[src/rtl/vga_timing_generator.sv]
// ---------------------------------------------------------------------------
// vga_timing_generator
//
// Purpose:
//   Parametrised VGA/SVGA raster timing generator. An internal divider turns
//   the system clock into a pixel-rate tick. Horizontal and vertical counters
//   advance on that tick. Sync, active-video, pixel coordinates and
//   line/frame start strobes are decoded from those counters. Sync polarity
//   is selectable, and a run enable freezes the whole raster in place.
//
// Ports:
//   CLK          in   1   system clock, rising edge
//   RST_N        in   1   asynchronous active-low reset
//   EN           in   1   run enable; low freezes timing and silences strobes
//   PIX_TICK     out  1   one-CLK strobe, pixel advance
//   VGA_HS       out  1   horizontal sync, asserted level = H_POL
//   VGA_VS       out  1   vertical sync, asserted level = V_POL
//   VGA_ENABLE   out  1   current pixel is inside the visible area
//   VGA_POS_X    out  XW  visible column, 0 outside the visible area
//   VGA_POS_Y    out  YW  visible row, 0 outside the visible area
//   LINE_START   out  1   one-CLK strobe when the column counter enters 0
//   FRAME_START  out  1   one-CLK strobe when the raster enters (0,0)
// ---------------------------------------------------------------------------
module vga_timing_generator #(
    parameter int H_ACTIVE = 800,
    parameter int H_FP     = 40,
    parameter int H_SYNC   = 128,
    parameter int H_BP     = 88,
    parameter int V_ACTIVE = 600,
    parameter int V_FP     = 1,
    parameter int V_SYNC   = 4,
    parameter int V_BP     = 23,
    parameter int H_POL    = 1,
    parameter int V_POL    = 1,
    parameter int CLK_DIV  = 2,
    parameter int XW       = 11,
    parameter int YW       = 10
) (
    input  logic          CLK,
    input  logic          RST_N,
    input  logic          EN,
    output logic          PIX_TICK,
    output logic          VGA_HS,
    output logic          VGA_VS,
    output logic          VGA_ENABLE,
    output logic [XW-1:0] VGA_POS_X,
    output logic [YW-1:0] VGA_POS_Y,
    output logic          LINE_START,
    output logic          FRAME_START
);

    localparam int H_TOTAL = H_ACTIVE + H_FP + H_SYNC + H_BP;
    localparam int V_TOTAL = V_ACTIVE + V_FP + V_SYNC + V_BP;
    localparam int DW      = (CLK_DIV > 1) ? $clog2(CLK_DIV) : 1;

    localparam logic [DW-1:0] DIV_LAST = DW'(CLK_DIV - 1);
    localparam logic [XW-1:0] H_LAST   = XW'(H_TOTAL - 1);
    localparam logic [YW-1:0] V_LAST   = YW'(V_TOTAL - 1);

    // Window bounds are one bit wider than the counters: with a zero back
    // porch the sync end equals the total, which may be exactly 2**XW.
    localparam logic [XW:0] H_ACT_END  = (XW+1)'(H_ACTIVE);
    localparam logic [XW:0] H_SYNC_BEG = (XW+1)'(H_ACTIVE + H_FP);
    localparam logic [XW:0] H_SYNC_END = (XW+1)'(H_ACTIVE + H_FP + H_SYNC);
    localparam logic [YW:0] V_ACT_END  = (YW+1)'(V_ACTIVE);
    localparam logic [YW:0] V_SYNC_BEG = (YW+1)'(V_ACTIVE + V_FP);
    localparam logic [YW:0] V_SYNC_END = (YW+1)'(V_ACTIVE + V_FP + V_SYNC);

    localparam logic H_ON = (H_POL != 0);
    localparam logic V_ON = (V_POL != 0);

    // Reject parameter sets that cannot produce a sensible raster.
    if (CLK_DIV < 1) begin : g_bad_div
        $error("vga_timing_generator: CLK_DIV must be >= 1");
    end
    if (H_TOTAL > (2 ** XW)) begin : g_bad_xw
        $error("vga_timing_generator: H_TOTAL does not fit in XW bits");
    end
    if (V_TOTAL > (2 ** YW)) begin : g_bad_yw
        $error("vga_timing_generator: V_TOTAL does not fit in YW bits");
    end
    if (H_SYNC == 0 || V_SYNC == 0) begin : g_bad_sync
        $error("vga_timing_generator: sync widths must be non-zero");
    end

    logic [DW-1:0] div_q,  div_d;
    logic [XW-1:0] hcnt_q, hcnt_d;
    logic [YW-1:0] vcnt_q, vcnt_d;
    logic          tick_q, hs_q, vs_q, act_q, ls_q, fs_q;
    logic [XW-1:0] posx_q;
    logic [YW-1:0] posy_q;

    logic wrap;
    logic hVis, vVis, hSync, vSync, act_d;

    // Next-state logic. All outputs are decoded from the *next* counter
    // values so that they change on the same edge that raises PIX_TICK.
    always_comb begin
        wrap   = EN && (div_q == DIV_LAST);
        div_d  = div_q;
        hcnt_d = hcnt_q;
        vcnt_d = vcnt_q;

        if (EN) begin
            div_d = wrap ? '0 : div_q + 1'b1;
        end

        if (wrap) begin
            if (hcnt_q == H_LAST) begin
                hcnt_d = '0;
                vcnt_d = (vcnt_q == V_LAST) ? '0 : vcnt_q + 1'b1;
            end else begin
                hcnt_d = hcnt_q + 1'b1;
            end
        end

        hVis  = {1'b0, hcnt_d} <  H_ACT_END;
        vVis  = {1'b0, vcnt_d} <  V_ACT_END;
        hSync = ({1'b0, hcnt_d} >= H_SYNC_BEG) && ({1'b0, hcnt_d} < H_SYNC_END);
        vSync = ({1'b0, vcnt_d} >= V_SYNC_BEG) && ({1'b0, vcnt_d} < V_SYNC_END);
        act_d = hVis && vVis;
    end

    // State and output registers. Counters start on the last raster position
    // so that the first tick after reset lands on (0,0). Level outputs only
    // update on a pixel tick, so they hold whenever EN is low; strobes follow
    // the tick and therefore drop to 0 while EN is low.
    always_ff @(posedge CLK or negedge RST_N) begin
        if (!RST_N) begin
            div_q  <= '0;
            hcnt_q <= H_LAST;
            vcnt_q <= V_LAST;
            tick_q <= 1'b0;
            ls_q   <= 1'b0;
            fs_q   <= 1'b0;
            act_q  <= 1'b0;
            posx_q <= '0;
            posy_q <= '0;
            hs_q   <= ~H_ON;
            vs_q   <= ~V_ON;
        end else begin
            div_q  <= div_d;
            hcnt_q <= hcnt_d;
            vcnt_q <= vcnt_d;
            tick_q <= wrap;
            ls_q   <= wrap && (hcnt_d == '0);
            fs_q   <= wrap && (hcnt_d == '0) && (vcnt_d == '0);
            if (wrap) begin
                act_q  <= act_d;
                posx_q <= act_d ? hcnt_d : '0;
                posy_q <= act_d ? vcnt_d : '0;
                hs_q   <= hSync ? H_ON : ~H_ON;
                vs_q   <= vSync ? V_ON : ~V_ON;
            end
        end
    end

    assign PIX_TICK    = tick_q;
    assign VGA_HS      = hs_q;
    assign VGA_VS      = vs_q;
    assign VGA_ENABLE  = act_q;
    assign VGA_POS_X   = posx_q;
    assign VGA_POS_Y   = posy_q;
    assign LINE_START  = ls_q;
    assign FRAME_START = fs_q;

endmodule

[config.mk]
export PLATFORM = sky130hd
export DESIGN_NAME = vga_timing_generator
export DESIGN_NICKNAME = d
export VERILOG_FILES = /design/src/rtl/vga_timing_generator.sv
export SDC_FILE = /design/constraint.sdc
export NUM_CORES = 1
export LEC_CHECK = 0
export BUFFER_PORTS_ARGS = -buffer_cell sky130_fd_sc_hd__clkbuf_2
export CAP_MARGIN = 30
export CORE_MARGIN = 2
export CORE_UTILIZATION = 53
export DETAILED_ROUTE_END_ITERATION = 16
export GPL_ROUTABILITY_DRIVEN = 0
export PLACE_DENSITY = 0.88
export SLEW_MARGIN = 10
export SYNTH_ARGS = -nofsm -noshare
export SYNTH_HDL_FRONTEND = slang
export SYNTH_SLANG_ARGS = --single-unit
[constraint.sdc]
create_clock -name CLK -period 2.7 [get_ports CLK]
set_clock_uncertainty 0.15 [all_clocks]
set_input_delay 0.54 -clock CLK [delete_from_list [all_inputs] [get_ports CLK]]
set_output_delay 0.54 -clock CLK [all_outputs]
set_load 0.05 [all_outputs]
==> flow_summary_export.csv, run 1 <==
group,metric,value,unit
place,place_inst,404,
timing,rsz0062_at_grt,"true",
yosys,yosys.area.top_type_share,33.6,%
floorplanning,io_pins,30,
timing,fin_ws,-322,ps
floorplanning,die_area,5790,um2
yosys,synth_seq_cells,49,
power_and_ir_drop,peakVddDrop,371,uV
clocking,htree_levels,2,
grt,antenna_found_initial,0,
power_and_ir_drop,switchingPower,1.02,mW
min_path,min_path_type,"in -> async",
power_and_ir_drop,clock_power_share,19.7,%
final_layout,area_growth,40.0,%
grt,grt_max_degree,28,
floorplanning,placeableCoreArea,5070,um2
final_layout,nNetsFinal,375,
place,hpwlAfterDp,5350,um
grt,track_usage,30.8,%
run_status,violations,"setup timing",
timing,fin_crit_sh,112,%
flow_run,maxCapViolCount,0,
clocking,cts_tree,"done",
run_status,outcome,"finished, violations left",
yosys,yosys-top-cells-area,"dfrtp_1, dfstp_2, nand2_1",
timing,fin_hold_ws,11.4,ps
timing,finalHoldViolCount,0,
final_layout,layout-drive-gt1-share,45.6,%
setup_path,cp_max_fo,6,
grt,grt_pass1_wl,14100,um
floorplanning,fp.dieH,76.1,um
final_layout,final.fill_count,265,
yosys,yosysTopAreaCell,"dfrtp_1",
drt,drtAntennaViolNets,0,
power_and_ir_drop,p_per_area,615,nW/um2
clocking,clkTransAtPathRegs,100,ps
yosys,yosys_warnings,0,
yosys,synth_area,2750,um2
floorplanning,initial_core_util,54.2,%
power_and_ir_drop,total_power,2.37,mW
power_and_ir_drop,intPower,1.35,mW
timing,worst_pin_slew,631,ps
power_and_ir_drop,p_leak,1.73,nW
clocking,cts_hold_buf,0,
drt,vias,3126,
power_and_ir_drop,swShare,43.1,%
timing,slew_violations,0,
yosys,ys_seq_area_share,45.1,%
place,port_buffers,29,
power_and_ir_drop,p_comb_share,40.5,%
power_and_ir_drop,seqPwrFrac,39.8,%
yosys,synthCells,282,
timing,setup_violations,24,
yosys,synth_nets,287,
yosys,synth_edf_count,0,
yosys,ys_async_sr_fraction,100,%
drt,wirelength,11400,um
floorplanning,die_x,76.1,um
drt,post_drt_wl_per_cell,25.9,um
final_layout,n_antenna_cell,0,
drt,drc,0,
final_layout,final_common_cell,"buf_4",
setup_path,critPathLaunchType,"flip-flop",
drt,viasPerCell,7.09,
setup_path,crit_start,"vcnt_q[0]",
drt,drtPass1Iterations,6,
clocking,cts-root-buf,"clkbuf_8",
grt,grt_overflow_total,0,
timing,fmax,331,MHz
setup_path,critPathCaptureType,"flip-flop",
timing,post-route-min-period,3020,ps
clocking,clock_path_buffers,2,
final_layout,final_cell_mix,"buf_4, dfrtp_1, nand2_1, clkbuf_2, inv_1",
yosys,avgSynthCellArea,9.76,um2
place,pre_cts_ws,-157,ps
setup_path,required,2750,ps
drt,first_iter_violations,501,
setup_path,worstPathArrival,3070,ps
yosys,ys_dominant_reg_cell,"dfrtp_1",
final_layout,fin_cells,441,
setup_path,reg2reg_from,"vcnt_q[0]",
yosys,ys_types,56,
clocking,clk_latency,330,ps
timing,maxSlewHeadroom,57.6,%
grt,grt_pass1_vias,2773,
clocking,clock-sinks,49,
floorplanning,rows,26,
clocking,numCtsBuffers,5,
setup_path,path_class,"reg -> reg",
kinds of logic after synthesis:
family,after synthesis,synth area share (%)
AOI/OAI and AO/OA,68,19.6
xor gates and xnor gates,13,4.14
adders and majority gates,2,0.909
buffers and inverters,35,6.82
DFF,49,45.1
and+or+nand+nor,115,23.5
worst paths after layout:
kind                            depth (start not counted)  slack [ps]             to
worst min-delay path                                    1          10   VGA_POS_Y[4]
min in group CLK                                        2         350          div_q
worst min register to register                          1         360  VGA_POS_X[10]
max in group asynchronous                               2        1690      hcnt_q[4]
worst max-delay path                                    8        -320   VGA_POS_X[0]
worst max register to register                          8        -320   VGA_POS_X[0]
worst max-delay path, stage by stage, from the launching register on:
cell and delay, ps:
dfstp_2 600, ha_1 270, nor4b_4 360, and3_1 330, o21ai_2 90, a21o_1 170, a221o_1 390, buf_6 170
o41ai_4 380
synthesized netlist by cell type (all sizes together) (2+ instances only):
cell and count:
ha 2, xnor2 5, buf 10, o21ai 14, a21oi 6, nand3b 2, dfstp 12, a31oi 4
nor4b 3, a211o 2, nor4 5, clkbuf 7, or3 2, and3 9, inv 18, nor3 9
nand4 8, or2 2, o31ai 19, o41ai 5, nand2 37, nand3 15, and2 3, o31a 3
a21o 3, dfrtp 37, nor2 13, xor2 8
sequential cells by signal, indices dropped and copies added, names as in the netlist:
name and cells:
FRAME_START 1, LINE_START 1, PIX_TICK 1, VGA_ENABLE 1, VGA_HS 1, VGA_POS_X 11, VGA_POS_Y 10, VGA_VS 1
div_q 1, hcnt_q 11, vcnt_q 10
per-stage QoR:
stage	util (%)	instance area (um2)	TNS [ps]
after CTS	68.1	3460	-111
after floorplan	-	2780	-795
after global routing	76.0	3850	-6180
final	76.0	3850	-5060
after global placement	62.9	3190	0
after detailed placement	62.9	3190	-716
power groups by stage:
stage | Clock (mW) | Combinational, mW | Sequential (mW)
detailed placement | 0 | 0.741 | 0.937
global placement | 0 | 0.723 | 0.928
floorplan | 0 | 0.355 | 1.10
finish | 0.468 | 0.960 | 0.942
global route | 0.491 | 1.00 | 0.949
CTS | 0.433 | 0.805 | 0.921
routing by layer:
| layer | part of all wire (%) | vias up | wire [um] | GRT usage, % |
|---|---|---|---|---|
| met5 | 0 | - | 0 | 0 |
| met4 | 8.8 | 0 | 1000 | 13.3 |
| met3 | 13 | 125 | 1430 | 7.46 |
| met2 | 44 | 346 | 5020 | 50.6 |
| met1 | 35 | 1450 | 3980 | 39.0 |
| li1 | - | 1205 | - | - |
final cells by class:
class | instances | area, um2 | share of cell area, %
clock buffer | 6 | 72.6 | 1.88
clock inverter | 2 | 15.0 | 0.389
inverter | 18 | 67.6 | 1.75
multi-input combinational | 198 | 1650 | 42.8
sequential | 49 | 1240 | 32.2
tap | 70 | 87.6 | 2.27
timing repair buffer | 98 | 722 | 18.7
repair_timing:
item / in CTS / in global routing
setup buffers: 10 / 17
gates cloned: 1 / 2
pin swaps: 4 / 25
gates resized for setup: 20 / 56
setup endpoints to repair: 23 / 23
(Power assumes the default switching activity.)
==> run 2: changes to the inputs <==
--- a/config.mk
+++ b/config.mk
@@ -12,6 +12,7 @@
 export DETAILED_ROUTE_END_ITERATION = 16
 export GPL_ROUTABILITY_DRIVEN = 0
 export PLACE_DENSITY = 0.88
+export SKIP_CTS_REPAIR_TIMING = 1
 export SLEW_MARGIN = 10
 export SYNTH_ARGS = -nofsm -noshare
 export SYNTH_HDL_FRONTEND = slang
==> run 2 against run 1 <==
Flip-flop and latch count stayed put; worst setup slack improved by 120 ps; critical path type unchanged; highest routed layer unchanged; final area is 8.3% lower; the flow still finishes with violations (setup timing); largest power group is now registers; die area is the same; global-route usage shrank 4.6 points; final cell count down 3.9%; register-to-register slack improved by 120 ps; via count down 9.2%.
==> flow_summary_export.csv, run 2 (synthesized netlist as in run 1, its figures left out) <==
group,metric,value,unit
setup_path,crit_start,"hcnt_q[5]",
drt,viasPerCell,6.69,
run_status,violations,"setup timing",
drt,vias,2838,
floorplanning,fp.dieH,76.1,um
clocking,clock_path_buffers,2,
grt,grt_overflow_total,0,
setup_path,critPathCaptureType,"flip-flop",
run_status,outcome,"finished, violations left",
clocking,cts-root-buf,"clkbuf_8",
timing,rsz0062_at_grt,"true",
timing,post-route-min-period,2900,ps
timing,fin_crit_sh,108,%
setup_path,path_class,"reg -> reg",
drt,post_drt_wl_per_cell,21.8,um
power_and_ir_drop,total_power,2.22,mW
place,port_buffers,29,
timing,slew_violations,0,
floorplanning,placeableCoreArea,5070,um2
floorplanning,io_pins,30,
floorplanning,die_area,5790,um2
place,hpwlAfterDp,5350,um
setup_path,worstPathArrival,2950,ps
final_layout,final_common_cell,"buf_4",
flow_run,maxCapViolCount,0,
final_layout,layout-drive-gt1-share,39.5,%
setup_path,cp_max_fo,10,
final_layout,final.fill_count,322,
setup_path,r2r_cells,9,
final_layout,final_cell_mix,"buf_4, dfrtp_1, nand2_1, clkbuf_2, inv_1",
min_path,min_path_type,"in -> async",
clocking,clkTransAtPathRegs,100,ps
grt,grt_pass1_wl,12300,um
grt,antenna_found_initial,0,
power_and_ir_drop,swShare,41.8,%
timing,finalHoldViolCount,0,
final_layout,area_growth,28.4,%
timing,fmax,344,MHz
setup_path,r2r_slack,-200,ps
power_and_ir_drop,switchingPower,0.927,mW
setup_path,critPathLaunchType,"flip-flop",
clocking,numCtsBuffers,5,
clocking,clock-sinks,49,
timing,maxSlewHeadroom,65.4,%
grt,track_usage,26.3,%
grt,grt_pass1_vias,2457,
final_layout,n_antenna_cell,0,
floorplanning,rows,26,
final_layout,multi_input_area,1500,um2
timing,worst_pin_slew,514,ps
drt,drc,0,
power_and_ir_drop,peakVddDrop,473,uV
drt,wirelength,9260,um
timing,setup_violations,23,
power_and_ir_drop,clock_power_share,20.1,%
power_and_ir_drop,seqPwrFrac,42.0,%
clocking,cts_tree,"done",
floorplanning,die_x,76.1,um
grt,grt_max_degree,28,
timing,fin_hold_ws,12.3,ps
power_and_ir_drop,p_per_area,628,nW/um2
final_layout,nNetsFinal,358,
drt,first_iter_violations,454,
setup_path,reg2reg_from,"hcnt_q[5]",
power_and_ir_drop,intPower,1.29,mW
drt,drtAntennaViolNets,0,
setup_path,r2r-end,"VGA_POS_X[4]",
power_and_ir_drop,p_comb_share,37.9,%
setup_path,required,2750,ps
timing,fin_ws,-204,ps
clocking,clk_latency,320,ps
drt,drtPass1Iterations,5,
clocking,htree_levels,2,
power_and_ir_drop,p_leak,1.62,nW
floorplanning,initial_core_util,54.2,%
final_layout,register_area,1240,um2
run 2: per-layer routing:
metal	routed length (um)	part of all wire, %	track usage [%]	vias to the layer above
li1	-	-	-	1171
met1	3260	35	36.0	1334
met2	4520	49	42.1	256
met3	981	11	5.57	77
met4	498	5.4	8.00	0
met5	0	0	0	-
run 2: through the flow:
stage | setup TNS, ps | instance area (um2) | util, % | setup WS [ps] | instances
final | -2410 | 3530 | 69.6 | -204 | 424
after global routing | -4250 | 3530 | 69.6 | -294 | 424
after CTS | -1780 | 3280 | 64.6 | -284 | 412
after detailed placement | -716 | 3190 | 62.9 | -157 | 404
after global placement | 0 | 3190 | 62.9 | 24.7 | 404
after floorplan | -795 | 2780 | - | -102 | 282
run 2: critical path: stages, from the launching register on:
cell     delay [ps]
dfrtp_1         410
buf_4           180
nor4b_4         350
nand3_4         180
buf_4           190
o31ai_4         300
nand3_4         150
a221o_1         380
buf_4           200
o31ai_1         290
run 2: worst max path at each step:
stage	to	slack [ps]	depth (start not counted)
2_1_floorplan	VGA_POS_Y[5]	-100	8
3_3_place_gp	VGA_POS_X[3]	20	8
3_5_place_dp	VGA_POS_X[0]	-160	8
4_1_cts	VGA_POS_X[0]	-280	8
5_1_grt	VGA_POS_X[4]	-290	9
6_report	VGA_POS_X[4]	-200	9
run 2: final cells by class:
class | instances | share of cell area [%]
Clock buffer | 6 | 2.05
Clock inverter | 2 | 0.425
Inverter | 18 | 1.91
Multi-Input combinational cell | 198 | 42.4
Sequential cell | 49 | 35.1
Tap cell | 70 | 2.48
Timing Repair Buffer | 81 | 15.6
run 2: power by group through the flow:
stage                     clock, mW  sequential [mW]  combinational (mW)
after global routing          0.477            0.943               0.877
after floorplan                   0             1.10               0.355
after CTS                     0.433            0.925               0.751
after global placement            0            0.928               0.723
final                         0.445            0.933               0.841
after detailed placement          0            0.937               0.741
==> run 3: changes to the inputs <==
--- a/config.mk
+++ b/config.mk
@@ -7,6 +7,7 @@
 export LEC_CHECK = 0
 export BUFFER_PORTS_ARGS = -buffer_cell sky130_fd_sc_hd__clkbuf_2
 export CAP_MARGIN = 30
+export CORE_ASPECT_RATIO = 1.25
 export CORE_MARGIN = 2
 export CORE_UTILIZATION = 53
 export DETAILED_ROUTE_END_ITERATION = 16
==> run 3 against run 2 <==
The flow still finishes with violations (setup timing); combinational power hardly changed; register-to-register slack hardly changed; critical path depth is 1 lower; non-clock buffer count is 4 lower; power is 0.47% higher; global-route usage is 2.7 points higher; final area is 2.1% lower; first-iteration DRC count is 32% lower; routed wire length is 13% lower; worst setup slack better by 9.5 ps; die area hardly changed; fmax is 0.33% higher; critical endpoint is now VGA_POS_Y[9]; largest power group unchanged.
==> flow_summary_export.csv, run 3 (synthesized netlist as in run 1, its figures left out) <==
group,metric,value,unit
run_status,outcome,"finished, violations left",
run_status,violations,"setup timing",
setup_path,critPathLaunchType,"flip-flop",
timing,worst_pin_slew,627,ps
setup_path,path_class,"reg -> reg",
floorplanning,initial_core_util,54.6,%
final_layout,n_antenna_cell,0,
drt,viasPerCell,6.52,
setup_path,critPathCaptureType,"flip-flop",
min_path,min_path_type,"in -> async",
setup_path,worst_path_largest_cell_delay,570,ps
final_layout,final_util,68.6,%
place,pre_cts_ws,-123,ps
drt,wirelength,8080,um
setup_path,cp_max_fo,21,
place,port_buffers,29,
setup_path,required,2760,ps
floorplanning,fp.dieH,84.6,um
timing,fmax,346,MHz
power_and_ir_drop,clock_power_share,20.3,%
floorplanning,io_pins,30,
drt,first_iter_violations,308,
place,hpwlAfterDp,5440,um
grt,grt_pass1_vias,2584,
setup_path,crit_family,"simple AND/OR/NAND/NOR gates",
setup_path,path_buf_inv,2,
timing,fin_ws,-194,ps
floorplanning,rows,29,
final_layout,final_common_cell,"buf_4",
final_layout,fin_cells,412,
power_and_ir_drop,switchingPower,0.923,mW
clocking,cts-root-buf,"clkbuf_8",
floorplanning,die_x,68.5,um
grt,grt_overflow_total,0,
power_and_ir_drop,p_per_area,645,nW/um2
power_and_ir_drop,p_leak,1.60,nW
power_and_ir_drop,peakVddDrop,589,uV
drt,drtPass1Iterations,5,
final_layout,layout-drive-gt1-share,36.6,%
drt,drtAntennaViolNets,0,
timing,rsz0062_at_grt,"true",
drt,vias,2685,
power_and_ir_drop,swShare,41.4,%
timing,finalHoldViolCount,0,
flow_run,maxCapViolCount,0,
final_layout,area_growth,25.7,%
clocking,clock-sinks,49,
clocking,numCtsBuffers,5,
timing,slew_violations,0,
power_and_ir_drop,p_comb_share,37.8,%
clocking,clock_path_buffers,2,
setup_path,worstPathArrival,2950,ps
timing,post-route-min-period,2890,ps
setup_path,crit_path_top_delay_cell,"dfstp_2",
final_layout,final_cell_mix,"buf_4, dfrtp_1, nand2_1, clkbuf_2, inv_1",
clocking,htree_levels,2,
grt,grt_pass1_wl,12600,um
timing,setup_violations,22,
floorplanning,die_area,5790,um2
clocking,clkTransAtPathRegs,100,ps
timing,maxSlewHeadroom,57.8,%
drt,post_drt_wl_per_cell,19.6,um
clocking,cts_tree,"done",
place,place_inst,399,
setup_path,cp_cell_sequence,"or4bb_4 > nor3_4 > buf_4 > a21oi_2 > or2_0 > a221o_1 > buf_12 > o31ai_1",
floorplanning,placeableCoreArea,5040,um2
power_and_ir_drop,seqPwrFrac,41.9,%
final_layout,nNetsFinal,354,
clocking,clk_latency,310,ps
grt,track_usage,29.0,%
grt,grt_max_degree,28,
power_and_ir_drop,intPower,1.31,mW
drt,drc,0,
grt,antenna_found_initial,0,
timing,fin_crit_sh,107,%
[run 3: cell count changes in the layout (fill, tap and decap cells not counted), sizes merged]
| cell | before | now |
|---|---|---|
| buf | 52 | 48 |
| clkinv | 0 | 1 |
| clkinvlp | 2 | 0 |
| inv | 18 | 19 |
[run 3: through the flow]
step / power (mW) / hold WS [ps] / instance area (um2) / setup TNS [ps]
2_1_floorplan: 1.46 / 94.4 / 2780 / -795
3_3_place_gp: 1.70 / 314 / 3230 / -17.7
3_5_place_dp: 1.73 / 316 / 3230 / -1470
4_1_cts: 2.17 / 70.5 / 3320 / -2450
5_1_grt: 2.32 / 87.4 / 3460 / -4640
6_report: 2.23 / 62.4 / 3460 / -2440
[run 3: routing by layer]
metal | global-route usage, % | share of wire [%]
met1 | 34.3 | 35
met2 | 46.3 | 52
met3 | 5.63 | 7.3
met4 | 19.5 | 5.8
met5 | 0 | 0
[run 3: layout make-up]
cell class	count	area (um2)
multi-input combinational	198	1450
sequential	49	1240
inverter	18	67.6
clock buffer	6	72.6
tap	62	77.6
fill	358	1580
clock inverter	2	13.8
timing repair buffer	77	534
[run 3: worst paths after layout]
| kind | from | end | slack, ps | depth (start not counted) |
|---|---|---|---|---|
| max reg2reg | hcnt_q[3] | VGA_POS_Y[9] | -190 | 8 |
| max in group asynchronous | RST_N | vcnt_q[5] | 2010 | 2 |
| max | hcnt_q[3] | VGA_POS_Y[9] | -190 | 8 |
| min reg2reg | VGA_POS_Y[3] | VGA_POS_Y[3] | 350 | 2 |
| min in group CLK | VGA_POS_Y[3] | VGA_POS_Y[3] | 350 | 2 |
| min | RST_N | hcnt_q[5] | 60 | 2 |
[run 3: power groups by stage]
| stage | sequential, mW | combinational, mW | clock (mW) |
|---|---|---|---|
| 2_1_floorplan | 1.10 | 0.355 | 0 |
| 3_3_place_gp | 0.933 | 0.763 | 0 |
| 3_5_place_dp | 0.940 | 0.787 | 0 |
| 4_1_cts | 0.930 | 0.792 | 0.446 |
| 5_1_grt | 0.943 | 0.892 | 0.481 |
| 6_report | 0.934 | 0.843 | 0.453 |
[run 3: worst reg2reg max path, stage by stage (launching register included)]
cell     delay (ps)
dfstp_2         570
or4bb_4         550
nor3_4          280
buf_4           170
a21oi_2          40
or2_0           240
a221o_1         360
buf_12          170
o31ai_1         260
